File: src/rtl/ifq_pkg.sv
// Shared types and sizing helpers for the instruction fetch queue.
// The IFQ_BYPASS_EN macro (see instr_fetch_queue) does not affect this package.
package ifq_pkg;

  localparam int IFQ_PC_WIDTH    = 16;
  localparam int IFQ_INSTR_WIDTH = 32;
  localparam int IFQ_DEPTH       = 4;

  typedef struct packed {
    logic [IFQ_PC_WIDTH-1:0]    pc;
    logic [IFQ_INSTR_WIDTH-1:0] instr;
  } ifq_entry_t;

  // Pointers and counters carry one extra bit so full and empty can be told apart.
  function automatic int ifq_ptr_w(input int depth);
    return $clog2(depth) + 1;
  endfunction

endpackage

File: src/rtl/ifq_fifo.sv
// Generic synchronous FIFO with wrap-bit pointers, synchronous clear and an occupancy count.
module ifq_fifo
  import ifq_pkg::*;
#(
  parameter int WIDTH = 8,
  parameter int DEPTH = 4,
  localparam int PTR_W = ifq_ptr_w(DEPTH)
) (
  input  logic             clk,
  input  logic             rst,
  input  logic             push_i,
  input  logic [WIDTH-1:0] data_i,
  input  logic             pop_i,
  input  logic             clear_i,
  output logic [WIDTH-1:0] data_o,
  output logic             full_o,
  output logic             empty_o,
  output logic [PTR_W-1:0] count_o
);

  localparam int IDX_W = PTR_W - 1;

  logic [WIDTH-1:0] mem_q [DEPTH];
  logic [PTR_W-1:0] wr_q, wr_d;
  logic [PTR_W-1:0] rd_q, rd_d;
  logic             do_push;
  logic             do_pop;

  assign count_o = wr_q - rd_q;
  assign empty_o = (wr_q == rd_q);
  assign full_o  = (wr_q[PTR_W-1] != rd_q[PTR_W-1]) &&
                   (wr_q[IDX_W-1:0] == rd_q[IDX_W-1:0]);
  assign do_pop  = pop_i & ~empty_o;
  assign do_push = push_i & (~full_o | do_pop);
  assign data_o  = mem_q[rd_q[IDX_W-1:0]];

  always_comb begin
    wr_d = wr_q;
    rd_d = rd_q;
    if (clear_i) begin
      wr_d = '0;
      rd_d = '0;
    end else begin
      if (do_push) wr_d = wr_q + PTR_W'(1);
      if (do_pop)  rd_d = rd_q + PTR_W'(1);
    end
  end

  always_ff @(posedge clk or posedge rst) begin
    if (rst) begin
      wr_q <= '0;
      rd_q <= '0;
    end else begin
      wr_q <= wr_d;
      rd_q <= rd_d;
    end
  end

  // Storage needs no reset; reads of an empty FIFO are masked by the user.
  always_ff @(posedge clk) begin
    if (do_push && !clear_i) mem_q[wr_q[IDX_W-1:0]] <= data_i;
  end

endmodule

File: src/rtl/instr_fetch_queue.sv
// Fetch-address consumer: issues in-order memory reads, queues {pc, instr} for decode, drops fetches on flush.
// Define IFQ_BYPASS_EN to let a response reach decode in the same cycle when the queue is empty.
module instr_fetch_queue
  import ifq_pkg::*;
#(
  parameter int PC_WIDTH    = IFQ_PC_WIDTH,
  parameter int INSTR_WIDTH = IFQ_INSTR_WIDTH,
  parameter int DEPTH       = IFQ_DEPTH
) (
  input  logic                   clk,
  input  logic                   rst,
  input  logic [PC_WIDTH-1:0]    pc_in,
  input  logic                   pc_valid,
  output logic                   pc_ready,
  input  logic                   flush,
  output logic                   mem_req_valid,
  input  logic                   mem_req_ready,
  output logic [PC_WIDTH-1:0]    mem_req_addr,
  input  logic                   mem_rsp_valid,
  input  logic [INSTR_WIDTH-1:0] mem_rsp_data,
  output logic                   dec_valid,
  input  logic                   dec_ready,
  output logic [INSTR_WIDTH-1:0] dec_instr,
  output logic [PC_WIDTH-1:0]    dec_pc
);

  localparam int PTR_W = ifq_ptr_w(DEPTH);

  typedef struct packed {
    logic [PC_WIDTH-1:0]    pc;
    logic [INSTR_WIDTH-1:0] instr;
  } entry_t;

  logic [PTR_W-1:0]    drop_q, drop_d;
  logic [PTR_W-1:0]    outstanding;
  logic [PTR_W-1:0]    occupancy;
  logic [PC_WIDTH-1:0] pc_head;
  logic                pc_empty, pc_full;
  entry_t              q_head, q_wr;
  logic                q_empty, q_full;
  logic                q_push, q_pop;
  logic                credit_ok, issue;
  logic                rsp_drop, rsp_live;
  logic                unused_full;

  assign unused_full = pc_full | q_full;

  // The PC FIFO holds exactly the live in-flight requests, so its count is the outstanding credit.
  assign credit_ok     = ({1'b0, occupancy} + {1'b0, outstanding}) < (PTR_W+1)'(DEPTH);
  assign mem_req_valid = ~rst & pc_valid & credit_ok & ~flush;
  assign pc_ready      = ~rst & mem_req_ready & credit_ok & ~flush;
  assign mem_req_addr  = pc_in;
  assign issue         = mem_req_valid & mem_req_ready;

  assign rsp_drop = mem_rsp_valid & (drop_q != '0);
  assign rsp_live = mem_rsp_valid & (drop_q == '0) & ~pc_empty;
  assign q_wr     = '{pc: pc_head, instr: mem_rsp_data};
  assign q_pop    = dec_ready & ~q_empty;

`ifdef IFQ_BYPASS_EN
  logic bypass;
  assign bypass    = rsp_live & q_empty & ~flush & ~rst;
  assign q_push    = rsp_live & ~flush & ~(bypass & dec_ready);
  assign dec_valid = ~q_empty | bypass;
  assign dec_pc    = !q_empty ? q_head.pc    : (bypass ? pc_head      : '0);
  assign dec_instr = !q_empty ? q_head.instr : (bypass ? mem_rsp_data : '0);
`else
  assign q_push    = rsp_live & ~flush;
  assign dec_valid = ~q_empty;
  assign dec_pc    = q_empty ? '0 : q_head.pc;
  assign dec_instr = q_empty ? '0 : q_head.instr;
`endif

  // On flush every live in-flight request becomes a response to discard.
  always_comb begin
    drop_d = drop_q;
    if (flush) begin
      drop_d = drop_q + outstanding - PTR_W'(rsp_drop) - PTR_W'(rsp_live);
    end else if (rsp_drop) begin
      drop_d = drop_q - PTR_W'(1);
    end
  end

  always_ff @(posedge clk or posedge rst) begin
    if (rst) begin
      drop_q <= '0;
    end else begin
      drop_q <= drop_d;
    end
  end

  ifq_fifo #(
    .WIDTH (PC_WIDTH),
    .DEPTH (DEPTH)
  ) u_pc_fifo (
    .clk     (clk),
    .rst     (rst),
    .push_i  (issue),
    .data_i  (pc_in),
    .pop_i   (rsp_live),
    .clear_i (flush),
    .data_o  (pc_head),
    .full_o  (pc_full),
    .empty_o (pc_empty),
    .count_o (outstanding)
  );

  ifq_fifo #(
    .WIDTH ($bits(entry_t)),
    .DEPTH (DEPTH)
  ) u_entry_q (
    .clk     (clk),
    .rst     (rst),
    .push_i  (q_push),
    .data_i  (q_wr),
    .pop_i   (q_pop),
    .clear_i (flush),
    .data_o  (q_head),
    .full_o  (q_full),
    .empty_o (q_empty),
    .count_o (occupancy)
  );

endmodule

File: config.mk
export PLATFORM = sky130hd
export DESIGN_NAME = instr_fetch_queue
export DESIGN_NICKNAME = d
export VERILOG_FILES = /design/src/rtl/ifq_pkg.sv /design/src/rtl/ifq_fifo.sv /design/src/rtl/instr_fetch_queue.sv
export SDC_FILE = /design/constraint.sdc
export NUM_CORES = 1
export LEC_CHECK = 0
export CORE_MARGIN = 2
export CORE_UTILIZATION = 63
export DETAILED_ROUTE_END_ITERATION = 8
export DONT_BUFFER_PORTS = 1
export GPL_TIMING_DRIVEN = 0
export PLACE_DENSITY = 0.79
export SLEW_MARGIN = 10
export SYNTH_ARGS = -nofsm -noshare
export SYNTH_HDL_FRONTEND = slang
export SYNTH_SLANG_ARGS = --single-unit
File: constraint.sdc
create_clock -name clk -period 5.2 [get_ports clk]
set_input_delay 0.52 -clock clk [delete_from_list [all_inputs] [get_ports clk]]
set_output_delay 0.52 -clock clk [all_outputs]
set_load 0.03 [all_outputs]
==> metrics.txt, run 1 <==
Syn Area/Cell=20.5 um2; vias in the first global route=5280; Fillers=1003; crit-path most repeated cell=inv_1; Worst path slowest cell=clkbuf_1; fmax=206 MHz; Reg clk slew, reported paths=0.06 ns; GPL Wtd Cong=approximately 0.76; CP max FO=10; most common cell after layout, fill and taps aside=edfxtp_1; area grow syn2layout=10.7%; Post-synth ARST share=5.54%; top_reg_cell synth=edfxtp_1; largest net degree at the start of global routing=50; commonest cells after routing, fill and taps aside=edfxtp_1, mux4_2, nor2b_1; final period utilization=93.3%; PD cells=around 380 mW/mm2; WL/cell=23.2 um; num ports=122; Via density=6.03; Fin Setup TNS=0 ns; max-slew violation count=0; htree depth=1; Cell Rows=between 40 and 50; part of the Yosys area used for sequential elements=73.6%; Synth Instances=533; Worst-Margin Slew=0.844 ns; setup slack, reg-to-reg=around 0.35 ns; Initial Util=approximately 64%; Top delay family on crit path=adder cells; Clock Latency Late Sink=0.52 ns; vias=4874; drt drc=0; syn_nets=613; layout cells sized above 1=24.4%; Net Switching=964 uW; area leader, netlist=edfxtp_1; worst hold endpoint=u_entry_q.mem_q[2][11]; Max Clock Skew=between 0.015 and 0.02 ns; Critical Path, Cell by Cell=clkbuf_1 > clkbuf_1 > inv_1 > ha_1 > nand2_1 > o21a_1 > inv_1 > fa_1 > inv_1 > fa_1 > inv_1 > ha_1 > fa_1 > xor2_1 > xnor2_1 > o22ai_1 > xor2_1; synth top area cells=edfxtp_1, mux4_2, dfrtp_1; first-pass detailed-route iteration total=4; global route overflow=0; CTS tree=built; Placeable Area=0.0171 mm2; Total Power=~4.6 mW; die width=about 140 um; Num CTS Buffers=26; DR iter-0 viols=335; static leakage=3.96 nW; # diodes=0; # clock sinks=271; final hold violation count=0; FF-to-FF End=drop_q[2]; # nets final=644; total wire length=18700 um; RSZ-0062 raised after global routing=false; Clock Tree Buf Depth=3; Die Area=0.0185 mm2; Post-synth EDFFs=~260; Pint=3.60 mW; Clk pwr share=39.1%; Comb power frac=7.7%; CP endpoint kind=register; Detail Placement HPWL=11800 um; final setup fails=0; Cell variety after synth=39; Hold Path Class=in -> reg; Final ANT Viol Nets=0; GRT Total Usage=21.1%; relative slew slack=43.6%; required time worst endpoint=5.60 ns; Worst EP arrival=5.25 ns; Worst Setup Start Kind=register; delay of the slowest critical-path stage=roughly 0.56 ns; Peak VDD IR=0.000285 V; Crit Path Category=reg -> reg; cell depth of the worst setup path=17; # port buffers=0; Die Y=around 140 um; Reg2Reg Depth=17; CP Buf/Inv Count=6; final hold slack=a little over 0.09 ns; first-pass GRT wire length=around 29000 um; fin crit period=4.85 ns; area share of the largest cell type after synthesis=70.2%; min-delay src=mem_rsp_data[11]; Sw Share=a little over a fifth; Netlist Area Pre-Place=between 0.01 and 0.015 mm2; outcome=finished clean; Root Driver=clkbuf_16; hold path depth=0; Reg-to-Reg Start=u_pc_fifo.rd_q[1]; YS warnings=0; Seq pwr share=53.1%; post-CTS setup buffers=0; initial antenna violation count=0; maxcap violations=0; synthesis-stage register bit count=271
-- cells by family after synthesis --
group,Yosys count,share of synthesized area [%]
compound gates,10,0.628
buf+inv,60,2.76
mux,72,13.9
simple gates,83,4.75
xor+xnor,12,1.09
fa+ha+maj,25,3.20
flops,271,73.6
-- final cells by class --
class                      count  area [um2]  area share [%]
buffer                        39         224            1.85
multi-input combinational    202        2600            21.5
sequential                   271        8060            66.5
timing repair buffer           3        50.0           0.413
tap                          225         282            2.32
clock buffer                  37         753            6.21
inverter                      21        78.8           0.650
clock inverter                10        72.6           0.598
-- registers in the layout, indices dropped and copies added (netlist names) --
name             flops
u_entry_q.mem_q    192
u_pc_fifo.rd_q       3
u_pc_fifo.mem_q     64
u_entry_q.rd_q       3
u_entry_q.wr_q       3
drop_q               3
u_pc_fifo.wr_q       3
-- Yosys cell counts (2+ instances only) --
master    instances
edfxtp_1        256
mux4_2           64
nor2b_1          48
ha_1             20
inv_1            20
buf_4            19
clkbuf_1         15
dfrtp_1          15
nand2_1          10
nor2_1            9
xor2_1            7
mux2i_1           6
buf_2             5
fa_1              5
and3_1            4
xnor2_1           4
and2_1            3
o211ai_1          2
-- per-stage QoR --
step                      worst slack (ns)  std cells  instance area, um2  util (%)
after floorplan                       1.04        533               11000         -
after global placement               0.265        758               11200      65.6
after detailed placement             0.193        760               11300      65.9
after CTS                            0.183        808               12100      70.8
after global routing                0.0431        808               12100      70.8
final                                0.348        808               12100      70.8
-- routing by layer --
metal  wire [um]  part of all wire (%)  GRT usage (%)
met1        6960                    37           26.7
met3        1650                   8.8           5.82
met5           0                     0              0
met4         476                   2.5           6.37
met2        9630                    51           36.1
-- power groups by stage --
stage | logic, mW | registers, mW | clock network [mW]
3_5_place_dp | 0.355 | 2.47 | 0
3_3_place_gp | 0.322 | 2.47 | 0
4_1_cts | 0.357 | 2.42 | 1.82
5_1_grt | 0.393 | 2.43 | 1.89
2_1_floorplan | 0.281 | 2.47 | 0
6_report | 0.352 | 2.42 | 1.79
-- worst max-delay path by stage --
stage                       from  slack [ns]                     end
2_1_floorplan  u_pc_fifo.rd_q[1]        1.04   u_pc_fifo.mem_q[0][0]
3_3_place_gp   u_pc_fifo.rd_q[1]        0.26  u_pc_fifo.mem_q[2][11]
3_5_place_dp   u_pc_fifo.rd_q[1]        0.19  u_pc_fifo.mem_q[2][14]
4_1_cts        u_pc_fifo.rd_q[1]        0.18   u_pc_fifo.mem_q[1][7]
5_1_grt        u_pc_fifo.rd_q[1]        0.04               drop_q[2]
6_report       u_pc_fifo.rd_q[1]        0.35               drop_q[2]
-- timing repair --
action | CTS | global route
endpoints found under the setup margin | 0 | 48
resized for setup | 0 | 3
hold buffers | 1 | 0
hold endpoints to repair | 15 | 0
No activity file was read; power rests on OpenSTA's default activity.
==> run 2: changes to the inputs <==
CORE_MARGIN = 1   (was 2)
==> run 2 against run 1 <==
First-iteration DRC count rose by 13%; fmax rose by 0.42%; core utilization rose by 1.8 points; cell count fell by 0.25%; global-route usage rose by 1.4 points; clock power rose by 4%; via count rose by 0.10%; clock skew fell by 0.012 ns; non-clock buffer count rose by 1; power rose by 1.5%; die area fell by 2.9%; wire length rose by 2.4%; critical path type is now reg -> out; largest power group unchanged; highest routed layer unchanged.
==> metrics.txt, run 2 (synthesis gave the netlist of run 1 again) <==
Layout Cells excl Fill=806; met2 WL=9840 um; Clk pwr share=40.1%; first-pass GRT wire length=29400 um; Net Switching=about 980 uW; layout cells sized above 1=25.1%; first-pass detailed-route iteration total=4; met3 wire length=1330 um; Critical Path, Cell by Cell=clkbuf_1 > clkbuf_1 > inv_1 > fa_1 > xnor3_1 > ha_1 > or4_4 > nor4b_2; die width=134 um; maxcap violations=0; most common cell after layout, fill and taps aside=edfxtp_1; max-slew violation count=0; Cell Rows=47; Via density=6.05; GRT Total Usage=between 20 and 25%; drt drc=0; static leakage=3.99 nW; post-CTS setup buffers=0; vias in the first global route=5135; Post-Route M1 WL=7440 um; Reg clk slew, reported paths=0.06 ns; CP endpoint kind=primary output; Worst EP arrival=around 4.3 ns; DR iter-0 viols=377; Worst Setup Start Kind=register; Pint=~3.7 mW; # clock sinks=271; RSZ-0062 raised after global routing=false; Max Clock Skew=0.00824 ns; Final ANT Viol Nets=0; Largest register FFs=192; final setup fails=0; vias=4879; Die Area=0.0179 mm2; Die Y=134 um; num ports=between 100 and 150; # nets final=roughly 650; Seq pwr share=52.3%; # diodes=0; commonest cells after routing, fill and taps aside=edfxtp_1, mux4_2, nor2b_1; Peak VDD IR=0.000287 V; required time worst endpoint=roughly 4.7 ns; Clock Latency Late Sink=0.51 ns; Fillers=about 950; # port buffers=0; initial antenna violation count=0; outcome=finished clean; fmax=207 MHz; Hold Path Class=in -> reg; final hold slack=0.0983 ns; placed cell count=around 760; WL/cell=23.8 um; PD cells=~380 mW/mm2; Detail Placement HPWL=11900 um; crit-path most repeated cell=clkbuf_1; Clock Tree Buf Depth=3; Crit Path Category=reg -> out; area grow syn2layout=11.2%; Initial Util=approximately two thirds; highest metal used=met4; Comb power frac=7.6%; largest net degree at the start of global routing=50; Worst path slowest cell=nor4b_2; relative slew slack=42.4%; CTS tree=built; Root Driver=clkbuf_16; delay of the slowest critical-path stage=approximately 0.74 ns; Fin Setup TNS=0 ns; final hold violation count=0; fin crit period=4.83 ns; GPL Wtd Cong=slightly below 0.8; Worst-Margin Slew=roughly 0.86 ns; htree depth=1; Sw Share=21.1%; CP max FO=10; Num CTS Buffers=27; global route overflow=0; final period utilization=roughly 93%; Placeable Area=0.0168 mm2; total wire length=approximately 19000 um
## run 2: layout make-up
class	instances	area, um2	share of cell area, %
tap	220	275	2.26
timing repair buffer	4	70.1	0.575
inverter	21	78.8	0.647
clock buffer	37	753	6.19
multi-input combinational	202	2600	21.3
buffer	39	224	1.84
clock inverter	12	113	0.925
sequential	271	8060	66.2
## run 2: power by group through the flow
stage	logic, mW	registers [mW]	clock network (mW)
after global routing	0.392	2.43	1.97
final	0.351	2.42	1.86
after CTS	0.358	2.42	1.89
after global placement	0.324	2.47	0
after detailed placement	0.352	2.47	0
after floorplan	0.281	2.47	0
## run 2: worst paths after layout
path	startpoint	endpoint	slack, ns	depth (start not counted)
setup / recovery	u_pc_fifo.rd_q[1]	pc_ready	0.37	8
hold / removal	mem_rsp_data[11]	u_entry_q.mem_q[0][11]	0.1	0
setup reg to reg	u_pc_fifo.rd_q[1]	drop_q[2]	0.41	17
hold reg to reg	drop_q[2]	drop_q[2]	0.49	1
max in group asynchronous	rst	u_pc_fifo.rd_q[1]	4.26	2
min in group asynchronous	rst	u_entry_q.rd_q[2]	0.53	2
## run 2: what timing repair did
item	CTS	global route
resized for setup	0	3
endpoints found under the hold margin	15	0
endpoints found under the setup margin	0	48
hold buffers	1	0
## run 2: metrics by stage
stage | instance area, um2 | total power, mW | setup slack [ns] | util (%)
after detailed placement | 11300 | 2.82 | 0.140 | 67.4
after global placement | 11200 | 2.79 | 0.226 | 67.0
after global routing | 12200 | 4.79 | 0.115 | 72.6
after CTS | 12200 | 4.67 | 0.148 | 72.6
final | 12200 | 4.63 | 0.368 | 72.6
after floorplan | 11000 | 2.75 | 1.04 | -
## run 2: worst max-delay path, delay by kind of cell, from the launching register on
family,cells,cell delay (ns)
buffers and inverters,3,1.18
adders and majority gates,2,0.77
and+or+nand+nor,2,1.25
DFF,1,0.35
xor gates and xnor gates,1,0.25
## run 2: layer usage
| metal | vias up | GRT usage (%) |
|---|---|---|
| met5 | - | 0 |
| met4 | 0 | 7.64 |
| met3 | 30 | 4.99 |
| met2 | 197 | 37.2 |
| met1 | 2507 | 29.8 |
| li1 | 2145 | - |
==> run 3: changes to the inputs <==
--- a/config.mk
+++ b/config.mk
@@ -8,4 +8,6 @@
 export CORE_MARGIN = 1
 export CORE_UTILIZATION = 63
+export CTS_CLUSTER_DIAMETER = 50
+export CTS_CLUSTER_SIZE = 24
 export DETAILED_ROUTE_END_ITERATION = 8
 export DONT_BUFFER_PORTS = 1
==> constraint.sdc (replaced) <==
create_clock -name clk -period 5.2 [get_ports clk]
set_input_delay 0.78 -clock clk [delete_from_list [all_inputs] [get_ports clk]]
set_output_delay 0.78 -clock clk [all_outputs]
set_load 0.03 [all_outputs]
==> run 3 against run 2 <==
Worst hold slack better by 0.13 ns; via count increased by 0.35%; non-clock buffer count fell by 1; power is 3.1% lower; die area unchanged; fmax is 1.6% lower; worst setup slack got worse by 0.079 ns; clock skew up 0.012 ns; sequential power is essentially flat; register-to-register slack about the same; largest power group unchanged.
==> metrics.txt, run 3 (synthesis gave the netlist of run 1 again) <==
outcome=finished clean; Via density=between 6 and 7; Worst EP arrival=4.13 ns; final period utilization=about 94%; fmax=204 MHz; vias=slightly below 5k; first-pass GRT wire length=29200 um; Sw Share=23.8%; multi-input gate area in the final layout=roughly 0.0026 mm2; layout cells sized above 1=between 20% and 30%; Layout Utilization=72.1%; Worst Setup Start Kind=register; FF+latch area=0.00806 mm2; total wire length=19100 um; Clock Tree Buf Depth=3; # clock sinks=about 270; Comb power frac=between 7 and 8%; RSZ-0062 raised after global routing=false; GPL Wtd Cong=0.796; Total Power=4.49 mW; CTS tree=built; Reg clk slew, reported paths=about 0.08 ns; Worst-Margin Slew=between 0.7 and 0.8 ns; Hold Path Class=in -> async; DR iter-0 viols=~310; Critical Path Source=u_pc_fifo.rd_q[1]; fin crit period=4.91 ns; Clock Latency Late Sink=0.51 ns; Fin Setup TNS=0 ns; # nets final=641; max-slew violation count=0; Cell Rows=47; die width=134 um; vias in the first global route=5128; Final ANT Viol Nets=0; relative slew slack=49.5%; CP max FO=10; largest net degree at the start of global routing=50; area grow syn2layout=10.3%; hold_buf cts=0; first-pass detailed-route iteration total=5; Reg-to-Reg Start=u_pc_fifo.rd_q[1]; Seq pwr share=between 50% and 60%; Peak VDD IR=around 0.00033 V; final hold slack=0.231 ns; Fillers=955; # port buffers=0; Clk pwr share=38.3%; Pint=3.42 mW; drt drc=0; final setup fails=0; Placeable Area=0.0168 mm2; Crit Path Category=reg -> out; commonest cells after routing, fill and taps aside=edfxtp_1, mux4_2, nor2b_1; maxcap violations=0; Max Clock Skew=slightly above 0.02 ns; Largest register FFs=192; Detail Placement HPWL=11900 um; most common cell after layout, fill and taps aside=edfxtp_1; final hold violation count=0; initial antenna violation count=0; PD cells=between 300 and 400 mW/mm2; Die Area=0.0179 mm2; htree depth=1; Net Switching=between 1 and 1.5 mW; GRT Total Usage=22.2%; WL/cell=24.0 um; Num CTS Buffers=23; Initial Util=65.3%; global route overflow=0; static leakage=3.95 nW; CP endpoint kind=primary output; # diodes=0; num ports=roughly 120; Die Y=around 130 um; required time worst endpoint=about 4.4 ns; Root Driver=clkbuf_16
==> run 3: cell count changes in the layout (fill, tap and decap cells not counted), sizes merged <==
cell         before  now
bufinv            2    0
clkbuf           52   39
dlygate4sd3       1    0
inv              21   33
clkinvlp          2    0
clkinv            8    4
==> run 3: per-stage QoR <==
step	setup slack (ns)	cell area [um2]	cells
after floorplan	1.04	11000	533
after global placement	0.226	11200	753
after detailed placement	0.140	11300	756
after CTS	0.0124	12100	796
after global routing	0.131	12100	796
final	0.289	12100	796
==> run 3: worst paths after layout <==
kind                                           to  slack, ns  depth (start not counted)
min in group clk           u_entry_q.mem_q[0][27]       0.36                          0
setup reg to reg                        drop_q[2]       0.40                         17
hold reg to reg                         drop_q[2]       0.49                          1
setup / recovery                         pc_ready       0.29                          8
max in group asynchronous       u_entry_q.wr_q[1]       4.55                          1
hold / removal                  u_entry_q.rd_q[2]       0.23                          1
==> run 3: per-layer routing <==
| metal | part of all wire [%] | wire (um) | track usage [%] | vias up |
|---|---|---|---|---|
| li1 | - | - | - | 2132 |
| met5 | 0 | 0 | 0 | - |
| met2 | 52 | 9880 | 37.1 | 177 |
| met1 | 39 | 7450 | 29.6 | 2557 |
| met3 | 6.6 | 1260 | 4.76 | 30 |
| met4 | 2.5 | 474 | 7.20 | 0 |
==> run 3: cell type report <==
| type | count | area share [%] |
|---|---|---|
| flip-flops and latches | 271 | 66.8 |
| multi-input cells | 202 | 21.6 |
| clock buffers | 24 | 4.80 |
| well taps | 220 | 2.28 |
| plain buffers | 39 | 1.85 |
| clock inverters | 16 | 1.57 |
| inverters | 21 | 0.653 |
| repair buffers | 3 | 0.497 |
==> run 3: power groups by stage <==
stage,clock (mW),sequential (mW),combinational [mW]
after floorplan,0,2.47,0.281
after global placement,0,2.47,0.324
after detailed placement,0,2.47,0.352
after CTS,1.75,2.42,0.355
after global routing,1.83,2.42,0.387
final,1.72,2.42,0.349
==> run 3: repair_timing <==
action                                  CTS  global route
gates resized for setup                   0             4
endpoints found under the setup margin    0            48
buffers inserted                          0             0
==> run 3: critical path: stages (launching register included) <==
cell and delay (ns):
dfrtp_1 0.36, clkbuf_1 0.43, clkbuf_1 0.57, inv_1 0.19, fa_1 0.46, xnor3_1 0.26, ha_1 0.31, or4_4 0.52
nor4b_4 0.51
